**src/rtl/exec_muldiv_unit.sv**
```systemverilog
`default_nettype none
// +----------------------------------------------------------------------------+
// | Module   : exec_muldiv_unit                                                |
// | Purpose  : Execute-stage multi-cycle multiply/divide unit owning the       |
// |            architectural HI/LO registers. Radix-2 shift-add multiply and   |
// |            restoring shift-subtract divide, one step per cycle, with its   |
// |            own operand forwarding muxes and a pipeline stall request.      |
// | Ports    : clk, rst            clock / synchronous active-high reset      |
// |            start_i, md_op_i    issue strobe and opcode                    |
// |                                (00 MULT, 01 MULTU, 10 DIV, 11 DIVU)       |
// |            srcA_sel_i/srcB_sel_i  00 Mem/Wr fwd, 01 Ex/Mem fwd, 1x bus    |
// |            busA_i/busB_i, fwd_exmem_*_i, fwd_memwr_*_i  operand sources   |
// |            hi_we_i, lo_we_i, mt_data_i  MTHI/MTLO writes                  |
// |            flush_i             abort in-flight operation                  |
// |            busy_o, done_o, div_by_zero_o, stall_req_o  status             |
// |            hi_o, lo_o          architectural HI/LO                        |
// | Revision : 1.0  initial release                                            |
// +----------------------------------------------------------------------------+
module exec_muldiv_unit #(
  parameter int XLEN  = 32,
  parameter int CNT_W = $clog2(XLEN) + 1
) (
  input  logic            clk,
  input  logic            rst,
  input  logic            start_i,
  input  logic [1:0]      md_op_i,
  input  logic [1:0]      srcA_sel_i,
  input  logic [1:0]      srcB_sel_i,
  input  logic [XLEN-1:0] busA_i,
  input  logic [XLEN-1:0] busB_i,
  input  logic [XLEN-1:0] fwd_exmem_a_i,
  input  logic [XLEN-1:0] fwd_exmem_b_i,
  input  logic [XLEN-1:0] fwd_memwr_a_i,
  input  logic [XLEN-1:0] fwd_memwr_b_i,
  input  logic            hi_we_i,
  input  logic            lo_we_i,
  input  logic [XLEN-1:0] mt_data_i,
  input  logic            flush_i,
  output logic            busy_o,
  output logic            done_o,
  output logic            div_by_zero_o,
  output logic            stall_req_o,
  output logic [XLEN-1:0] hi_o,
  output logic [XLEN-1:0] lo_o
);

  localparam logic [1:0]       S_IDLE   = 2'd0;
  localparam logic [1:0]       S_CALC   = 2'd1;
  localparam logic [1:0]       S_FIN    = 2'd2;
  localparam logic [CNT_W-1:0] CNT_INIT = CNT_W'(XLEN);
  localparam logic [CNT_W-1:0] CNT_LAST = CNT_W'(1);

  // State and datapath registers
  logic [1:0]        state_q, state_d;
  logic [CNT_W-1:0]  cnt_q, cnt_d;
  // acc holds {product_hi, multiplier/product_lo} for multiply and
  // {partial_remainder, dividend/quotient} for divide.
  logic [2*XLEN-1:0] acc_q, acc_d;
  // Multiplicand magnitude (multiply) or divisor magnitude (divide).
  logic [XLEN-1:0]   opd_q, opd_d;
  logic              is_div_q, is_div_d;
  logic              neg_res_q, neg_res_d;
  logic              neg_rem_q, neg_rem_d;
  logic              dz_q, dz_d;
  logic [XLEN-1:0]   hi_q, hi_d;
  logic [XLEN-1:0]   lo_q, lo_d;
  logic              done_q, done_d;
  logic              dzflag_q, dzflag_d;

  // Operand forwarding muxes
  logic [XLEN-1:0] w_opa;
  logic [XLEN-1:0] w_opb;

  always_comb begin
    w_opa = busA_i;
    case (srcA_sel_i)
      2'b00:   w_opa = fwd_memwr_a_i;
      2'b01:   w_opa = fwd_exmem_a_i;
      default: w_opa = busA_i;
    endcase
  end

  always_comb begin
    w_opb = busB_i;
    case (srcB_sel_i)
      2'b00:   w_opb = fwd_memwr_b_i;
      2'b01:   w_opb = fwd_exmem_b_i;
      default: w_opb = busB_i;
    endcase
  end

  // Opcode decode and operand magnitude conversion
  logic            w_is_div;
  logic            w_is_signed;
  logic            w_sign_a;
  logic            w_sign_b;
  logic [XLEN-1:0] w_mag_a;
  logic [XLEN-1:0] w_mag_b;
  logic            w_accept;
  logic            w_dz;

  assign w_is_div    = md_op_i[1];
  assign w_is_signed = ~md_op_i[0];
  assign w_sign_a    = w_is_signed & w_opa[XLEN-1];
  assign w_sign_b    = w_is_signed & w_opb[XLEN-1];
  // Most-negative stays most-negative after negation, which is also its
  // correct unsigned magnitude.
  assign w_mag_a     = w_sign_a ? -w_opa : w_opa;
  assign w_mag_b     = w_sign_b ? -w_opb : w_opb;
  assign w_accept    = (state_q == S_IDLE) & start_i & ~flush_i;
  assign w_dz        = w_is_div & (w_opb == '0);

  // Multiply step: conditionally add multiplicand to the upper half, then
  // shift the whole product right; the carry lands in the top bit.
  logic [XLEN:0]     w_mul_sum;
  logic [2*XLEN-1:0] w_mul_next;

  assign w_mul_sum  = {1'b0, acc_q[2*XLEN-1:XLEN]} +
                      (acc_q[0] ? {1'b0, opd_q} : '0);
  assign w_mul_next = {w_mul_sum, acc_q[XLEN-1:1]};

  // Restoring divide step: shift the next dividend bit into the remainder,
  // try subtracting the divisor, keep the difference only if non-negative.
  // The remainder is always below the divisor, so XLEN+1 bits suffice.
  logic [XLEN:0]     w_rem_sh;
  logic [XLEN:0]     w_diff;
  logic [2*XLEN-1:0] w_div_next;

  assign w_rem_sh   = acc_q[2*XLEN-1:XLEN-1];
  assign w_diff     = w_rem_sh - {1'b0, opd_q};
  assign w_div_next = w_diff[XLEN]
                    ? {w_rem_sh[XLEN-1:0], acc_q[XLEN-2:0], 1'b0}
                    : {w_diff[XLEN-1:0],   acc_q[XLEN-2:0], 1'b1};

  // Final sign correction
  logic [2*XLEN-1:0] w_prod_fix;
  logic [XLEN-1:0]   w_quo_fix;
  logic [XLEN-1:0]   w_rem_fix;
  logic [XLEN-1:0]   w_res_hi;
  logic [XLEN-1:0]   w_res_lo;

  assign w_prod_fix = neg_res_q ? -acc_q : acc_q;
  assign w_quo_fix  = neg_res_q ? -acc_q[XLEN-1:0] : acc_q[XLEN-1:0];
  assign w_rem_fix  = neg_rem_q ? -acc_q[2*XLEN-1:XLEN] : acc_q[2*XLEN-1:XLEN];

  always_comb begin
    w_res_hi = w_prod_fix[2*XLEN-1:XLEN];
    w_res_lo = w_prod_fix[XLEN-1:0];
    if (dz_q) begin
      // acc was loaded with {raw dividend, all ones} at issue
      w_res_hi = acc_q[2*XLEN-1:XLEN];
      w_res_lo = acc_q[XLEN-1:0];
    end else if (is_div_q) begin
      w_res_hi = w_rem_fix;
      w_res_lo = w_quo_fix;
    end
  end

  // Next-state logic
  always_comb begin
    state_d   = state_q;
    cnt_d     = cnt_q;
    acc_d     = acc_q;
    opd_d     = opd_q;
    is_div_d  = is_div_q;
    neg_res_d = neg_res_q;
    neg_rem_d = neg_rem_q;
    dz_d      = dz_q;
    hi_d      = hi_q;
    lo_d      = lo_q;
    done_d    = 1'b0;
    dzflag_d  = 1'b0;

    case (state_q)
      S_IDLE: begin
        if (hi_we_i) hi_d = mt_data_i;
        if (lo_we_i) lo_d = mt_data_i;
        if (w_accept) begin
          is_div_d  = w_is_div;
          neg_res_d = w_sign_a ^ w_sign_b;
          neg_rem_d = w_sign_a;
          dz_d      = w_dz;
          cnt_d     = CNT_INIT;
          if (w_dz) begin
            acc_d   = {w_opa, {XLEN{1'b1}}};
            opd_d   = '0;
            state_d = S_FIN;
          end else if (w_is_div) begin
            acc_d   = {{XLEN{1'b0}}, w_mag_a};
            opd_d   = w_mag_b;
            state_d = S_CALC;
          end else begin
            acc_d   = {{XLEN{1'b0}}, w_mag_b};
            opd_d   = w_mag_a;
            state_d = S_CALC;
          end
        end
      end

      S_CALC: begin
        // MT writes land now but are replaced by the result at FIN.
        if (hi_we_i) hi_d = mt_data_i;
        if (lo_we_i) lo_d = mt_data_i;
        if (flush_i) begin
          state_d = S_IDLE;
        end else begin
          acc_d = is_div_q ? w_div_next : w_mul_next;
          cnt_d = cnt_q - CNT_LAST;
          if (cnt_q == CNT_LAST) state_d = S_FIN;
        end
      end

      S_FIN: begin
        state_d = S_IDLE;
        if (!flush_i) begin
          hi_d     = w_res_hi;
          lo_d     = w_res_lo;
          done_d   = 1'b1;
          dzflag_d = dz_q;
        end
      end

      default: state_d = S_IDLE;
    endcase
  end

  always_ff @(posedge clk) begin
    if (rst) begin
      state_q   <= S_IDLE;
      cnt_q     <= '0;
      acc_q     <= '0;
      opd_q     <= '0;
      is_div_q  <= 1'b0;
      neg_res_q <= 1'b0;
      neg_rem_q <= 1'b0;
      dz_q      <= 1'b0;
      hi_q      <= '0;
      lo_q      <= '0;
      done_q    <= 1'b0;
      dzflag_q  <= 1'b0;
    end else begin
      state_q   <= state_d;
      cnt_q     <= cnt_d;
      acc_q     <= acc_d;
      opd_q     <= opd_d;
      is_div_q  <= is_div_d;
      neg_res_q <= neg_res_d;
      neg_rem_q <= neg_rem_d;
      dz_q      <= dz_d;
      hi_q      <= hi_d;
      lo_q      <= lo_d;
      done_q    <= done_d;
      dzflag_q  <= dzflag_d;
    end
  end

  assign busy_o        = (state_q != S_IDLE);
  assign stall_req_o   = busy_o | (start_i & ~flush_i);
  assign done_o        = done_q;
  assign div_by_zero_o = dzflag_q;
  assign hi_o          = hi_q;
  assign lo_o          = lo_q;

endmodule
`default_nettype wire

```
**config.mk**
```make
export PLATFORM = sky130hd
export DESIGN_NAME = exec_muldiv_unit
export DESIGN_NICKNAME = d
export VERILOG_FILES = /design/src/rtl/exec_muldiv_unit.sv
export SDC_FILE = /design/constraint.sdc
export NUM_CORES = 1
export LEC_CHECK = 0
export CAP_MARGIN = 40
export CORE_MARGIN = 5
export CORE_UTILIZATION = 25
export CTS_BUF_LIST = sky130_fd_sc_hd__clkbuf_2
export CTS_CLUSTER_DIAMETER = 30
export DETAILED_ROUTE_END_ITERATION = 12
export GPL_TIMING_DRIVEN = 1
export SLEW_MARGIN = 10
export SYNTH_ARGS = -nofsm -noshare
export SYNTH_HDL_FRONTEND = slang
export SYNTH_SLANG_ARGS = --single-unit
```
**constraint.sdc**
```tcl
create_clock -name clk -period 4.6 [get_ports clk]
set_input_delay 0.46 -clock clk [delete_from_list [all_inputs] [get_ports clk]]
set_output_delay 0.46 -clock clk [all_outputs]
set_load 0.01 [all_outputs]
```
# Word-level counts from Yosys, hierarchy flattened
# Index checks and enable logic that the tools add are counted.
# classes
n_bitwise	11
addsub	8
reduce_logical	15
n_mux	36
n_eq_ne	11
# op_table
cell	count
$mux 32	16
$mux 64	6
$pmux 32 s2	4
$neg 32->32	4
$pmux 64 s2	1
$neg 64->64	1
$add 32x32->33	1
$sub 33x32->33	1
$logic_not 32->1	1
$mux 6	2
$pmux 6 s2	1
$reduce_and 3->1	3
$mux 2	4
$and 1x1->1	6
$eq 2x1->1 const B	3
$eq 6x1->1 const B	1
$logic_not 2->1	3
$ne 2x2->1 const B	3
$reduce_bool 2->1	3
$sub 6x1->6 const B	1
$ne 2x1->1 const B	2
$pmux 2 s2	1
$reduce_and 2->1	2
$reduce_or 2->1	2
7 further kinds	9
# word_totals
wordCells	93
in_bits	236
output_inout_bits	68
reg_bits	174

# Logic depth before layout (Yosys ltp)
# depth
word_depth	8
ltp_mapped	15
ltp_nobuf	12

# Worst setup path after synthesis
# OpenSTA, ideal clock, no wires.
# synth_path
path_kind	input port to flip-flop
from	input srcB_sel_i[0]
to	register acc_q[44]
required_ns	4.519
arrival_ns	3.334
path_slack_ns	1.185
stages	12
path_buffers	3
setup_time_ns	0.081
cell_sequence	buf_6 > buf_6 > buf_2 > mux2_1 > mux2i_1 > ha_1 > o2111ai_4 > nor4_4 > nand4_2 > or4_1 > a31o_1 > a41oi_1
# synth_between
elab_chain_cells	7
elab_cells_between_ends	8
classes_between	eq/ne (1); mux (4); bitwise (1); reduce/logical (2)
# synth_rtl
element	line_no	source
from (decl)	28	input logic [1:0] srcB_sel_i,
$eq 2x1->1 / $logic_not 2->1 (equally long branches)	85	case (srcB_sel_i)
$pmux 32 s2 (*)	85	
$logic_not 32->1 (*)	111	assign w_dz = w_is_div & (w_opb == '0);
$and 1x1->1 (*)	111	
$mux 64 (*)	184	if (w_dz) begin
$mux 64 (*)	178	if (w_accept) begin
$pmux 64 s2 (*)	174	case (state_q)
to (signal assigned)	231	acc_q <= '0;
to (signal assigned)	244	acc_q <= acc_d;
to (decl)	58	logic [2*XLEN-1:0] acc_q, acc_d;
# Every way passes the cells marked *; elsewhere a longest branch is shown, timed or not. The select of a mux whose other input is x is not followed.
# A chain may end at the register's enable or synchronous reset.

# Worst setup path in the final report
# layout_path
from	register acc_q[32]
to	register acc_q[51]
# layout_between
elab_chain_cells	5
elab_cells_between_ends	6
classes_between	add/sub (2); mux (4)
# layout_rtl
element	line_no	source
$sub 33x32->33	130	assign w_diff = w_rem_sh - {1'b0, opd_q};
$mux 64	132	? {w_rem_sh[XLEN-1:0], acc_q[XLEN-2:0], 1'b0}
$mux 64 (*)	207	acc_d = is_div_q ? w_div_next : w_mul_next;
$mux 64 (*)	204	if (flush_i) begin
$pmux 64 s2 (*)	174	
# Marks and branches as above.

==> impl_metrics.json <==
{
  "hold_class": "input pin to register",
  "timing.critical_path.slowest_stage_cell": "sky130_fd_sc_hd__or3_1",
  "grt_antenna_before_repair": 3,
  "crit_path_cell_trace": "inv_1, fa_1, nand2b_1, a21oi_1, o211ai_2, a211oi_2, nor3_1, or3_1, o41ai_2, nand2_1, a31oi_1",
  "core_area_um2": 65900,
  "finish.net_count": 2856,
  "fmaxAchievable_ghz": 0.234,
  "worstSkewPairLatency_ns": 0.91,
  "place.detailed.instances": 3391,
  "period_share_pct": 92.9,
  "maxCapViolations": 0,
  "mostFrequentLayoutCells": "sky130_fd_sc_hd__clkdlybuf4s50_1 (298), sky130_fd_sc_hd__nor2_1 (267), sky130_fd_sc_hd__a21oi_1 (230)",
  "synth-xor-area-share_pct": 8.64,
  "post_synthesis_share_of_cell_area_spent_on_and_or_nand_and_nor_gates_pct": 21.8,
  "drt_wl_total_um": 76100,
  "reg2reg_to": "acc_q[51]$_SDFFE_PP0P_",
  "clkSlewWorstSetupHoldPaths_ns": 0.34,
  "cts_buffer_depth": 2,
  "timing.critical_path.arrival_ns": 5.11,
  "stdcell_area_um2": 21100,
  "viasPerCell": 5.48,
  "yosys-mux-area-fraction_pct": 9.61,
  "grt_start_max_net_pins": 70,
  "maxSlewViolCount": 0,
  "top_layer": "met5",
  "detail-route-antenna-nets": 0,
  "detailedPlacementHpwl_um": 62200,
  "dieWidth_um": 268,
  "yosysWarningCount": 0,
  "outcome": "finished, final reports clean",
  "report.power.total_mw": 5.03,
  "final.fill_count": 7144,
  "grt_pass1_wl_um": 112000,
  "drive_above_1_share_pct": 8.59,
  "maximum_vdd_drop_mv": 0.162,
  "grt_use_total_pct": 20.1,
  "firstDrtPassIters": 6,
  "drt_initial_violations": 2075,
  "critical_path_fanout_max": 17,
  "tns_ns": 0,
  "cellLeakagePower_nw": 8.00,
  "rsz_0062_raised_after_global_routing": "false",
  "routedLengthMet1_um": 33000,
  "fp-row-count": 94,
  "dr_wl_met3_um": 8340,
  "syn_area_um2": 16600,
  "relSlewSlack_pct": 39.2,
  "gr-total-overflow": 0,
  "postSynthNetCount": 2594,
  "placed_instance_area_um2": 20800,
  "worst-slew-pin-transition_ns": 0.912,
  "post-route-util_pct": 32.0,
  "fin_skew_ns": 0.0727,
  "clockRootBuffer": "sky130_fd_sc_hd__clkbuf_2",
  "timing.critical_path.to_type": "register",
  "cts.sink_count": 174,
  "finalHoldViolations": 0,
  "boundaryPins": 304,
  "fp.dieH_um": 268,
  "port_buffers": 303,
  "reg2reg_slack_ns": 0.33,
  "synth_compound_area_share_pct": 28.1,
  "syn-mean-instance-area_um2": 7.28,
  "syn_inst": 2286,
  "final_estimated_routing_congestion_in_global_placement": 0.995,
  "finalSetupViolations": 0,
  "power_per_cell_area_nw_per_um2": 238,
  "timing.critical_path.slowest_cell_delay_ns": 0.68,
  "critical_path.startpoint": "acc_q[32]$_SDFFE_PP0P_",
  "cp-start-kind": "register",
  "cts_tree": "done",
  "ys_types": 90,
  "cts-buffers-inserted": 17,
  "met2WireLength_um": 32600,
  "synth_edf_count": 0,
  "vias": 18789,
  "drt-wirelength-per-cell_um": 22.2,
  "fp.dieArea_um2": 71800,
  "drc_errors": 0,
  "dominant_combinational_cell_family_by_area_after_synthesis": "compound AO/OA/AOI/OAI gates",
  "cts_htree_levels": 4,
  "cp-endpoint": "acc_q[51]$_SDFFE_PP0P_",
  "r2r-start": "acc_q[32]$_SDFFE_PP0P_",
  "final.min_clock_period_ns": 4.27,
  "synth_seq_area_share_pct": 20.9,
  "first_global_vias": 17483,
  "final_common_cell": "sky130_fd_sc_hd__clkdlybuf4s50_1",
  "area_delta_synth_final_pct": 26.9,
  "worst_reg_to_reg_path_cell_count": 11,
  "required_ns": 5.43,
  "post_layout_nonfiller_instances": 3427,
  "setup.worst_path.class": "register to register",
  "post_synth_fa_ha_maj_area_fraction_pct": 5.51,
  "asyncSetResetFlopFracSynth_pct": 0,
  "whs_path_depth": 3,
  "synth-seq-cells": 174,
  "dominantRegCellSynth": "sky130_fd_sc_hd__dfxtp_1",
  "start_util_pct": 25.3
}
[cell families (layout without fill, tap and decap cells)]
family                     count (synthesis)  after routing
and+or+nand+nor                          780            780
AOI/OAI and AO/OA                        729            729
buffers and inverters                    215            490
DFF                                      174            174
xor gates and xnor gates                 164            164
muxes                                    152            152
adders and majority gates                 72             72
other                                      0              2
[how the worst min path moves through the flow]
| stage | startpoint | slack (ns) | endpoint |
|---|---|---|---|
| floorplan | opd_q[10]$_SDFFE_PP0P_ | 0.43 | opd_q[10]$_SDFFE_PP0P_ |
| global placement | hi_o[30]$_SDFFE_PP0P_ | 0.44 | hi_o[30]$_SDFFE_PP0P_ |
| detailed placement | hi_o[5]$_SDFFE_PP0P_ | 0.44 | hi_o[5]$_SDFFE_PP0P_ |
| CTS | md_op_i[1] | 0.003 | opd_q[30]$_SDFFE_PP0P_ |
| global route | md_op_i[1] | 0.04 | opd_q[30]$_SDFFE_PP0P_ |
| finish | md_op_i[1] | 0.1 | opd_q[30]$_SDFFE_PP0P_ |
[area by class of cell]
type,instances,area [µm²],share of cell area [%]
well taps,864,1080,5.12
inverters,61,229,1.09
clock inverters,15,145,0.688
repair buffers,397,3770,17.9
flip-flops and latches,174,3480,16.5
diodes,2,5.00,0.0237
clock buffers,17,85.1,0.403
multi-input cells,1897,12300,58.3
[state kept, by name, summed over array words and instances, names as in the netlist]
register / flops
hi_o: 32
cnt_q: 6
done_o: 1
div_by_zero_o: 1
acc_q: 64
opd_q: 32
state_q: 2
neg_res_q: 1
dz_q: 1
is_div_q: 1
lo_o: 32
neg_rem_q: 1
[per-layer routing]
metal  up-vias  GRT usage [%]
li1       8886              -
met4         2           5.80
met3       115           4.81
met2       997           30.5
met5         -              0
met1      8789           28.5
[timing repair]
action,in CTS,in global routing
hold buffers,1,0
buffers inserted,0,0
resized for setup,0,2
endpoints found under the hold margin,9,0
setup endpoints to repair,0,3
[critical path: cells and delay by family (launching register included)]
kind,cells,cell delay [ns]
and+or+nand+nor,4,1.15
AOI/OAI and AO/OA,5,1.65
buffers and inverters,1,0.26
adders and majority gates,1,0.47
DFF,1,0.67
[report_power, final]
part / internal [mW] / leakage [nW] / switching (mW)
Sequential: 1.61 / 1.43 / 0.141
Combinational: 0.998 / 6.43 / 1.43
Clock: 0.175 / 0.138 / 0.666
Total: 2.79 / 8.00 / 2.24
[cells in the mapped netlist (22+ instances only)]
| master | instances | area share [%] |
|---|---|---|
| sky130_fd_sc_hd__inv_1 | 61 | 1.4 |
| sky130_fd_sc_hd__a21oi_1 | 232 | 7.0 |
| sky130_fd_sc_hd__nor2_1 | 269 | 6.1 |
| sky130_fd_sc_hd__nand2_1 | 224 | 5.1 |
| sky130_fd_sc_hd__nor3_1 | 61 | 1.8 |
| sky130_fd_sc_hd__a21o_1 | 24 | 1.1 |
| sky130_fd_sc_hd__a211oi_1 | 53 | 2.4 |
| sky130_fd_sc_hd__o21ai_0 | 161 | 4.8 |
| sky130_fd_sc_hd__xor2_1 | 74 | 3.9 |
| sky130_fd_sc_hd__or3_1 | 22 | 0.83 |
| sky130_fd_sc_hd__xnor2_1 | 90 | 4.7 |
| sky130_fd_sc_hd__clkbuf_1 | 110 | 2.5 |
| sky130_fd_sc_hd__nand3_1 | 45 | 1.4 |
| sky130_fd_sc_hd__ha_1 | 70 | 5.3 |
| sky130_fd_sc_hd__mux2i_1 | 113 | 6.8 |
| sky130_fd_sc_hd__dfxtp_1 | 174 | 21 |
| sky130_fd_sc_hd__mux2_2 | 32 | 2.2 |
| sky130_fd_sc_hd__a31oi_1 | 35 | 1.3 |
[metrics by stage]
stage / setup WS [ns] / hold WS (ns)
after global placement: 0.174 / 0.436
after floorplan: 1.19 / 0.425
after detailed placement: 0.169 / 0.441
after CTS: 0.101 / 0.00338
after global routing: 0.164 / 0.0436
final: 0.326 / 0.0969
(Power assumes the default switching activity.)
